$ cat src/rtl/fdre_pipe_pkg.sv
// Shared constants and helpers for the fdre_pipe elastic register pipeline.
package fdre_pipe_pkg;

  localparam int DEF_WIDTH = 8;
  localparam int DEF_DEPTH = 2;

  // Bits needed to count 0..depth valid stages.
  function automatic int occ_width(input int depth);
    return $clog2(depth + 1);
  endfunction

endpackage

$ cat src/rtl/fdre_pipe_stage.sv
// One pipeline stage: WIDTH-bit data register with CE, synchronous reset and load enable,
// plus a valid bit with a clear input that works independently of CE.
module fdre_pipe_stage
  import fdre_pipe_pkg::*;
#(
  parameter int               WIDTH       = DEF_WIDTH,
  parameter logic [WIDTH-1:0] RESET_VALUE = {WIDTH{1'b0}}
) (
  input  logic             clk,
  input  logic             rst,
  input  logic             ce,
  input  logic             load,
  input  logic             clr,
  input  logic [WIDTH-1:0] d,
  output logic [WIDTH-1:0] q,
  output logic             valid
);

  always_ff @(posedge clk) begin
    if (rst) begin
      q     <= RESET_VALUE;
      valid <= 1'b0;
    end else begin
      if (ce && load) q <= d;
      // clr wins so a flush empties the stage even when CE is low
      if (clr)              valid <= 1'b0;
      else if (ce && load)  valid <= 1'b1;
    end
  end

endmodule

$ cat src/rtl/fdre_pipe.sv
// WIDTH-bit, DEPTH-stage elastic delay line with valid/ready handshake, bubble collapsing,
// flush and a registered occupancy count.
module fdre_pipe
  import fdre_pipe_pkg::*;
#(
  parameter int               WIDTH       = DEF_WIDTH,
  parameter int               DEPTH       = DEF_DEPTH,
  parameter logic [WIDTH-1:0] RESET_VALUE = {WIDTH{1'b0}}
) (
  input  logic                         C,
  input  logic                         R,
  input  logic                         CE,
  input  logic                         FLUSH,
  input  logic [WIDTH-1:0]             D,
  input  logic                         IN_VALID,
  output logic                         IN_READY,
  output logic [WIDTH-1:0]             Q,
  output logic                         OUT_VALID,
  input  logic                         OUT_READY,
  output logic [occ_width(DEPTH)-1:0]  OCCUPANCY
);

  localparam int OCC_W = occ_width(DEPTH);

  logic [DEPTH-1:0] v;
  logic [DEPTH-1:0] free;
  logic [DEPTH-1:0] moving;
  logic [DEPTH-1:0] load;
  logic [DEPTH-1:0] clr;
  logic [WIDTH-1:0] data [DEPTH];
  logic             active;
  logic             in_xfer;
  logic             out_xfer;
  logic [OCC_W-1:0] occ;

  assign active   = CE & ~R & ~FLUSH;
  assign out_xfer = active & v[DEPTH-1] & OUT_READY;
  assign IN_READY = active & free[0];
  assign in_xfer  = IN_VALID & IN_READY;

  // Ready ripples from the output back to the input; a valid stage advances
  // whenever its successor is empty or itself advancing, which closes gaps.
  always_comb begin
    moving = '0;
    free   = '0;
    load   = '0;
    clr    = '0;
    moving[DEPTH-1] = out_xfer;
    free[DEPTH-1]   = ~v[DEPTH-1] | out_xfer;
    for (int k = DEPTH - 2; k >= 0; k--) begin
      moving[k] = active & v[k] & free[k+1];
      free[k]   = ~v[k] | moving[k];
    end
    load[0] = in_xfer;
    for (int k = 1; k < DEPTH; k++) begin
      load[k] = moving[k-1];
    end
    for (int k = 0; k < DEPTH; k++) begin
      clr[k] = FLUSH | (moving[k] & ~load[k]);
    end
  end

  for (genvar k = 0; k < DEPTH; k++) begin : g_stage
    logic [WIDTH-1:0] din;
    if (k == 0) begin : g_head
      assign din = D;
    end else begin : g_body
      assign din = data[k-1];
    end

    fdre_pipe_stage #(
      .WIDTH       (WIDTH),
      .RESET_VALUE (RESET_VALUE)
    ) u_stage (
      .clk   (C),
      .rst   (R),
      .ce    (CE),
      .load  (load[k]),
      .clr   (clr[k]),
      .d     (din),
      .q     (data[k]),
      .valid (v[k])
    );
  end

  // Counter tracks transfers rather than summing v, so it stays a plain register.
  always_ff @(posedge C) begin
    if (R || FLUSH) begin
      occ <= '0;
    end else if (in_xfer && !out_xfer) begin
      occ <= occ + OCC_W'(1);
    end else if (out_xfer && !in_xfer) begin
      occ <= occ - OCC_W'(1);
    end
  end

  assign Q         = data[DEPTH-1];
  assign OUT_VALID = v[DEPTH-1] & ~FLUSH & ~R;
  assign OCCUPANCY = occ;

endmodule

$ cat config.mk
export PLATFORM = sky130hd
export DESIGN_NAME = fdre_pipe
export DESIGN_NICKNAME = d
export VERILOG_FILES = /design/src/rtl/fdre_pipe_pkg.sv /design/src/rtl/fdre_pipe_stage.sv /design/src/rtl/fdre_pipe.sv
export SDC_FILE = /design/constraint.sdc
export NUM_CORES = 1
export LEC_CHECK = 0
export ABC_AREA = 1
export ABC_CLOCK_PERIOD_IN_PS = 1700
export BUFFER_PORTS_ARGS = -buffer_cell sky130_fd_sc_hd__buf_2
export CAP_MARGIN = 10
export CORE_MARGIN = 2
export CORE_UTILIZATION = 45
export CTS_BUF_LIST = sky130_fd_sc_hd__clkbuf_4 sky130_fd_sc_hd__clkbuf_8 sky130_fd_sc_hd__clkbuf_16
export CTS_CLUSTER_SIZE = 16
export DETAILED_ROUTE_END_ITERATION = 10
export HOLD_SLACK_MARGIN = 0.15
export PLACE_DENSITY = 0.73
export SLEW_MARGIN = 30
export SYNTH_ARGS = -nofsm -noshare
export SYNTH_HDL_FRONTEND = slang
export SYNTH_SLANG_ARGS = --single-unit
$ cat constraint.sdc
create_clock -name C -period 1.7 [get_ports C]
set_input_delay 0.17 -clock C [delete_from_list [all_inputs] [get_ports C]]
set_output_delay 0.17 -clock C [all_outputs]
set_load 0.02 [all_outputs]
Word level (Yosys, flattened, before mapping)
Cells that the tools add are included.

Register bits after elaboration: 20. Input port bits: 14. Output and inout port bits: 12.

$add $sub $neg: 2. Muxes and demuxes: 2. Bitwise logic cells: 22. Reductions and logical operators: 10.

Operator list (number): bitwise AND 1 bit (12); NOT 1 bit (6); logical AND 1 bit (4); 2-to-1 mux 2 bit (2); OR 1 bit (4); OR reduction 2 bit (2); adder 2 x 1 -> 2 bit (second input constant) (1); logical NOT 1 bit (2); nonzero test 2 bit (1); subtractor 2 x 1 -> 2 bit (second input constant) (1); logical OR 1 bit (1).

Depth between registers and ports, before layout
Depth in word-level cells: 14. Mapped depth: 10. Depth with buffers taken out: 9.

By module
Synthesis repeated with hierarchy kept, for this count alone.

Cell total of the unflattened synthesis: 153. Area, all modules: 975.9 µm².

By module, submodules not included: fdre_pipe_stage (instances 2, cells each 57, area an instance 375.4 µm², sequential area each 180.2 µm²); fdre_pipe (instances 1, cells each 39, area an instance 225.2 µm², sequential area each 40.0 µm²).

Worst setup path after synthesis
OpenSTA, ideal clock, no wires.

Path type: register -> register. Start point: reg g_stage[1].u_stage.valid. End point: reg occ[1], in the netlist OCCUPANCY[1]. Library setup time: 0.070 ns. Data arrival time: 1.869 ns. Required time: 1.630 ns. Setup slack: -0.239 ns. Cell stages (with the launch flop): 9. Buffers on the path: 0. Path through: dfxtp_1 inv_1 nor2_1 nand3_1 ha_1 a21oi_1 o21ai_0 or2_2 a21oi_1.

Word-level cells in the longest chain between the ends: 10. Elaborated cells between the ends (all ways): 14. Classes of those cells: mux (1); bitwise (8); reduce/logical (5).

RTL lines: start: declaration (line fdre_pipe_stage.sv:16) `output logic valid`; start signal: assignment (line fdre_pipe_stage.sv:22) `valid <= 1'b0;`; start signal: assignment (line fdre_pipe_stage.sv:26) `if (clr) valid <= 1'b0;`; start signal: assignment (line fdre_pipe_stage.sv:27) `else if (ce && load) valid <= 1'b1;`; bitwise AND 1 bit (2 in series) (line fdre_pipe.sv:37) `assign out_xfer = active & v[DEPTH-1] & OUT_READY;`; OR 1 bit (line fdre_pipe.sv:49) `free[DEPTH-1] = ~v[DEPTH-1] | out_xfer;`; bitwise AND 1 bit (line fdre_pipe.sv:51) `moving[k] = active & v[k] & free[k+1];`; OR 1 bit (line fdre_pipe.sv:52) `free[k] = ~v[k] | moving[k];`; bitwise AND 1 bit (line fdre_pipe.sv:38) `assign IN_READY = active & free[0];`; bitwise AND 1 bit (line fdre_pipe.sv:39) `assign in_xfer = IN_VALID & IN_READY;`; logical NOT 1 bit (line fdre_pipe.sv:92) `end else if (out_xfer && !in_xfer) begin`; logical AND 1 bit (line fdre_pipe.sv:92); nonzero test 2 bit (no line); end signal: assignment (line fdre_pipe.sv:91) `occ <= occ + OCC_W'(1);`; end signal: assignment (line fdre_pipe.sv:93) `occ <= occ - OCC_W'(1);`; end: declaration (line fdre_pipe.sv:34) `logic [OCC_W-1:0] occ;`.

Several ways; a longest one is shown, not always the timed one. A chain may end at the register's enable or synchronous reset.

Final worst setup path
Ends and elaborated chain as after synthesis.

==> results.rst <==
.. list-table::
   :header-rows: 1

   * - Metric
     - Value
   * - Part of the cycle the worst path needs
     - 92.1%
   * - Critical path type
     - reg2reg
   * - Worst hold path class
     - in2reg
   * - H-tree levels
     - 1
   * - Area fraction in compound gates after synthesis
     - 13.0%
   * - Count of endpoints failing setup in the final report
     - 0
   * - Total congestion overflow after global routing
     - 0
   * - Biggest area consumer among synthesized cells
     - sky130_fd_sc_hd__dfxtp_1
   * - Endpoint type of the worst setup path
     - register
   * - Nature of the critical path startpoint
     - register
   * - Hold slack final
     - about 0.19 ns
   * - Most used cells in the layout excluding fill and tap cells
     - sky130_fd_sc_hd__nand2_1 (26), sky130_fd_sc_hd__buf_2 (25), sky130_fd_sc_hd__nor2_1 (24), sky130_fd_sc_hd__inv_1 (22), sky130_fd_sc_hd__dfxtp_1 (19)
   * - Normalized max-slew margin
     - between 60% and 70%
   * - Final non-filler cell area
     - 1150 sq um
   * - Worst Hold Depth
     - 4
   * - CP arrival
     - between 1.5 and 2 ns
   * - CTS Buf Count
     - 3
   * - Max-Cap Viols
     - 0
   * - Adder-cell area share of the yosys netlist
     - 1.34%
   * - Router iterations before antenna repair
     - 4
   * - Result of the run
     - complete, no violations
   * - Vias after detailed routing
     - 809
   * - Number of placement rows
     - 16
   * - Vias per cell
     - 4.35
   * - Pwr Density
     - 725 nW/um^2
   * - RSZ-0062 raised after global routing
     - false
   * - CTS Root Cell
     - sky130_fd_sc_hd__clkbuf_4
   * - Min setup slack post-route
     - 0.134 ns
   * - Number of buffers added for setup after CTS
     - 0
   * - Post-Place Cells
     - 182
   * - CTS clock-pin slew for the worst setup and hold paths
     - 0.11 ns
   * - Area growth syn-to-layout
     - 23.3%
   * - Avg Synthesized Cell Area
     - 7.05 sq um
   * - Share of Yosys cell area claimed by the top area cell type
     - 43.0%
   * - Number of instances in the synthesized netlist
     - 132
   * - Post-detailed-placement half-perimeter wirelength
     - 1320 um
   * - Count of final hold-check violations
     - 0
   * - Core ar.
     - 1960 sq um
   * - Starting utilization of the core area
     - 47.4%
   * - Post-synthesis register bit count
     - 20
   * - Quantity of I/O buffers inserted on ports
     - 25
   * - Main combinational cell family by area after synthesis
     - simple AND/OR/NAND/NOR gates
   * - Layout cell share with drive strength beyond 1
     - 26.4%
   * - R2R depth
     - 8
   * - Data required, critical path
     - between 1.5 and 2 ns
   * - Xor/xnor cell area share of the yosys netlist
     - 0%
   * - Measured slew at the worst slew-check pin
     - 0.466 ns
   * - Die ar.
     - about 2400 sq um
   * - Tot GR Track Use
     - between 10% and 20%
   * - Simple-gate portion of the synthesized area
     - around 30%
   * - Final clock skew
     - 0.000676 ns
   * - Peak clock frequency supported by timing
     - about 0.64 GHz
   * - Unique masters post-synth
     - 18
   * - Wire length of the first global-routing pass
     - 2960 um
   * - Pre-CTS worst setup slack
     - between 0.01 and 0.015 ns
   * - Register area share after synthesis
     - 43.0%
   * - TritonCTS clock tree
     - built
   * - Detailed-route DRC error count
     - 0
   * - Number of hold buffers added after CTS
     - 0
   * - Final weighted congestion of routability-driven global placement
     - around 0.76
   * - I/O pin count
     - 26
   * - Leakage
     - ~0.53 nW
   * - Maximum resistive drop on vdd
     - 0.000310 V
   * - Maximum fanout along the worst path
     - 4
   * - Detail-routed net length per standard cell
     - 9.19 um
   * - Final Max Tran Viols
     - 0
   * - Total clock sinks
     - 20
   * - Worst-Skew Late Latency
     - 0.28 ns
   * - Net count after synthesis
     - 147
   * - Post-Layout Cell Count
     - 186
   * - Final critical path time including I/O delays and setup
     - 1.57 ns
   * - Total wirelength of the detailed-routed design
     - 1710 um
   * - Clock Tree Buf Depth
     - 2
   * - Mapped Area
     - 931 sq um
   * - Placed Area
     - 1110 sq um
   * - YS warnings
     - 0
   * - Antenna violations before repair
     - 0
   * - Number of global-route vias before repair
     - 733
   * - Die span in x
     - 49.5 um
   * - Number of nets in the final layout
     - 175
   * - Pin count of the biggest net entering global routing
     - 18
   * - Top post-synthesis cells by area
     - sky130_fd_sc_hd__dfxtp_1 (43%), sky130_fd_sc_hd__nand2_1 (10%), sky130_fd_sc_hd__nor2_1 (10%)
   * - Post-route antenna net violation count
     - 0
   * - Antenna diode instance count
     - 0
   * - Share of cell area taken by muxes after synthesis
     - 0%
   * - Most frequent standard cell in the layout excluding fill and tap cells
     - sky130_fd_sc_hd__nand2_1
   * - Height of the chip
     - just under 50 um
   * - Initial DRC count
     - 12
what timing repair did:
| action | in CTS | in global routing |
|---|---|---|
| hold endpoints to repair | 0 | 0 |
| pin swaps | 0 | 0 |
| endpoints found under the setup margin | 1 | 1 |
| resized for setup | 1 | 1 |
layout make-up:
class                           instances  area (sq um)
Tap cell                               27          33.8
Fill cell                             217           815
Timing Repair Buffer                   28           148
Sequential cell                        20           404
Multi-Input combinational cell         84           439
Clock buffer                            4          36.3
Inverter                               23          86.3
routing by layer:
metal / up-vias / GRT usage [%] / routed length, um / part of all wire (%)
met5: - / 0 / 0 / 0
met4: 0 / 4.17 / 0 / 0
met3: 0 / 2.73 / 108 / 6.3
met2: 21 / 27.0 / 818 / 48
met1: 333 / 19.2 / 782 / 46
li1: 455 / - / - / -
through the flow:
step / power [mW] / utilization, % / TNS (ns)
2_1_floorplan: 0.551 / - / -0.0347
3_3_place_gp: 0.578 / 56.4 / 0
3_5_place_dp: 0.581 / 56.4 / 0
4_1_cts: 0.841 / 58.4 / 0
5_1_grt: 0.874 / 58.5 / 0
6_report: 0.831 / 58.5 / 0
cell families after synthesis:
group                      count (synthesis)
and+or+nand+nor                           65
adders and majority gates                  1
AOI/OAI and AO/OA                         18
buffers and inverters                     28
DFF                                       20
cells in the mapped netlist:
master	number
sky130_fd_sc_hd__a211oi_4	1
sky130_fd_sc_hd__a21oi_1	12
sky130_fd_sc_hd__a31oi_4	1
sky130_fd_sc_hd__and2_1	1
sky130_fd_sc_hd__buf_1	1
sky130_fd_sc_hd__buf_6	2
sky130_fd_sc_hd__clkbuf_1	2
sky130_fd_sc_hd__clkinv_1	1
sky130_fd_sc_hd__dfxtp_1	20
sky130_fd_sc_hd__ha_1	1
sky130_fd_sc_hd__inv_1	22
sky130_fd_sc_hd__nand2_1	26
sky130_fd_sc_hd__nand2_4	1
sky130_fd_sc_hd__nand3_1	10
sky130_fd_sc_hd__nor2_1	25
sky130_fd_sc_hd__nor2_4	1
sky130_fd_sc_hd__o21ai_0	4
sky130_fd_sc_hd__or2_2	1
worst paths after layout:
| check | start | slack (ns) | to |
|---|---|---|---|
| worst max-delay path | g_stage[1].u_stage.valid | 0.13 | OCCUPANCY[1] |
| worst min-delay path | FLUSH | 0.19 | OCCUPANCY[0] |
| worst max register to register | g_stage[1].u_stage.valid | 0.13 | OCCUPANCY[1] |
| worst min register to register | g_stage[1].u_stage.q[2] | 0.49 | g_stage[1].u_stage.q[2] |
report_power, final:
| group | leakage [nW] | internal (mW) | switching [mW] | total (mW) |
|---|---|---|---|---|
| logic | 0.348 | 0.0358 | 0.0533 | 0.0891 |
| clock network | 0.0210 | 0.130 | 0.133 | 0.263 |
| registers | 0.163 | 0.475 | 0.00448 | 0.480 |
| total | 0.532 | 0.641 | 0.190 | 0.831 |
worst max-delay path, stage by stage, from the launching register on:
cell	delay, ns
sky130_fd_sc_hd__dfxtp_4	0.40
sky130_fd_sc_hd__inv_1	0.07
sky130_fd_sc_hd__nor2_4	0.10
sky130_fd_sc_hd__nand3_1	0.14
sky130_fd_sc_hd__ha_4	0.26
sky130_fd_sc_hd__a21oi_2	0.09
sky130_fd_sc_hd__o21ai_1	0.08
sky130_fd_sc_hd__or2_4	0.22
sky130_fd_sc_hd__a21oi_1	0.13
sequential cells by signal (all words and copies together), names as in the netlist:
signal / flops
OCCUPANCY: 2
g_stage.u_stage.valid: 2
g_stage.u_stage.q: 16
No activity file was read; power rests on OpenSTA's default activity.
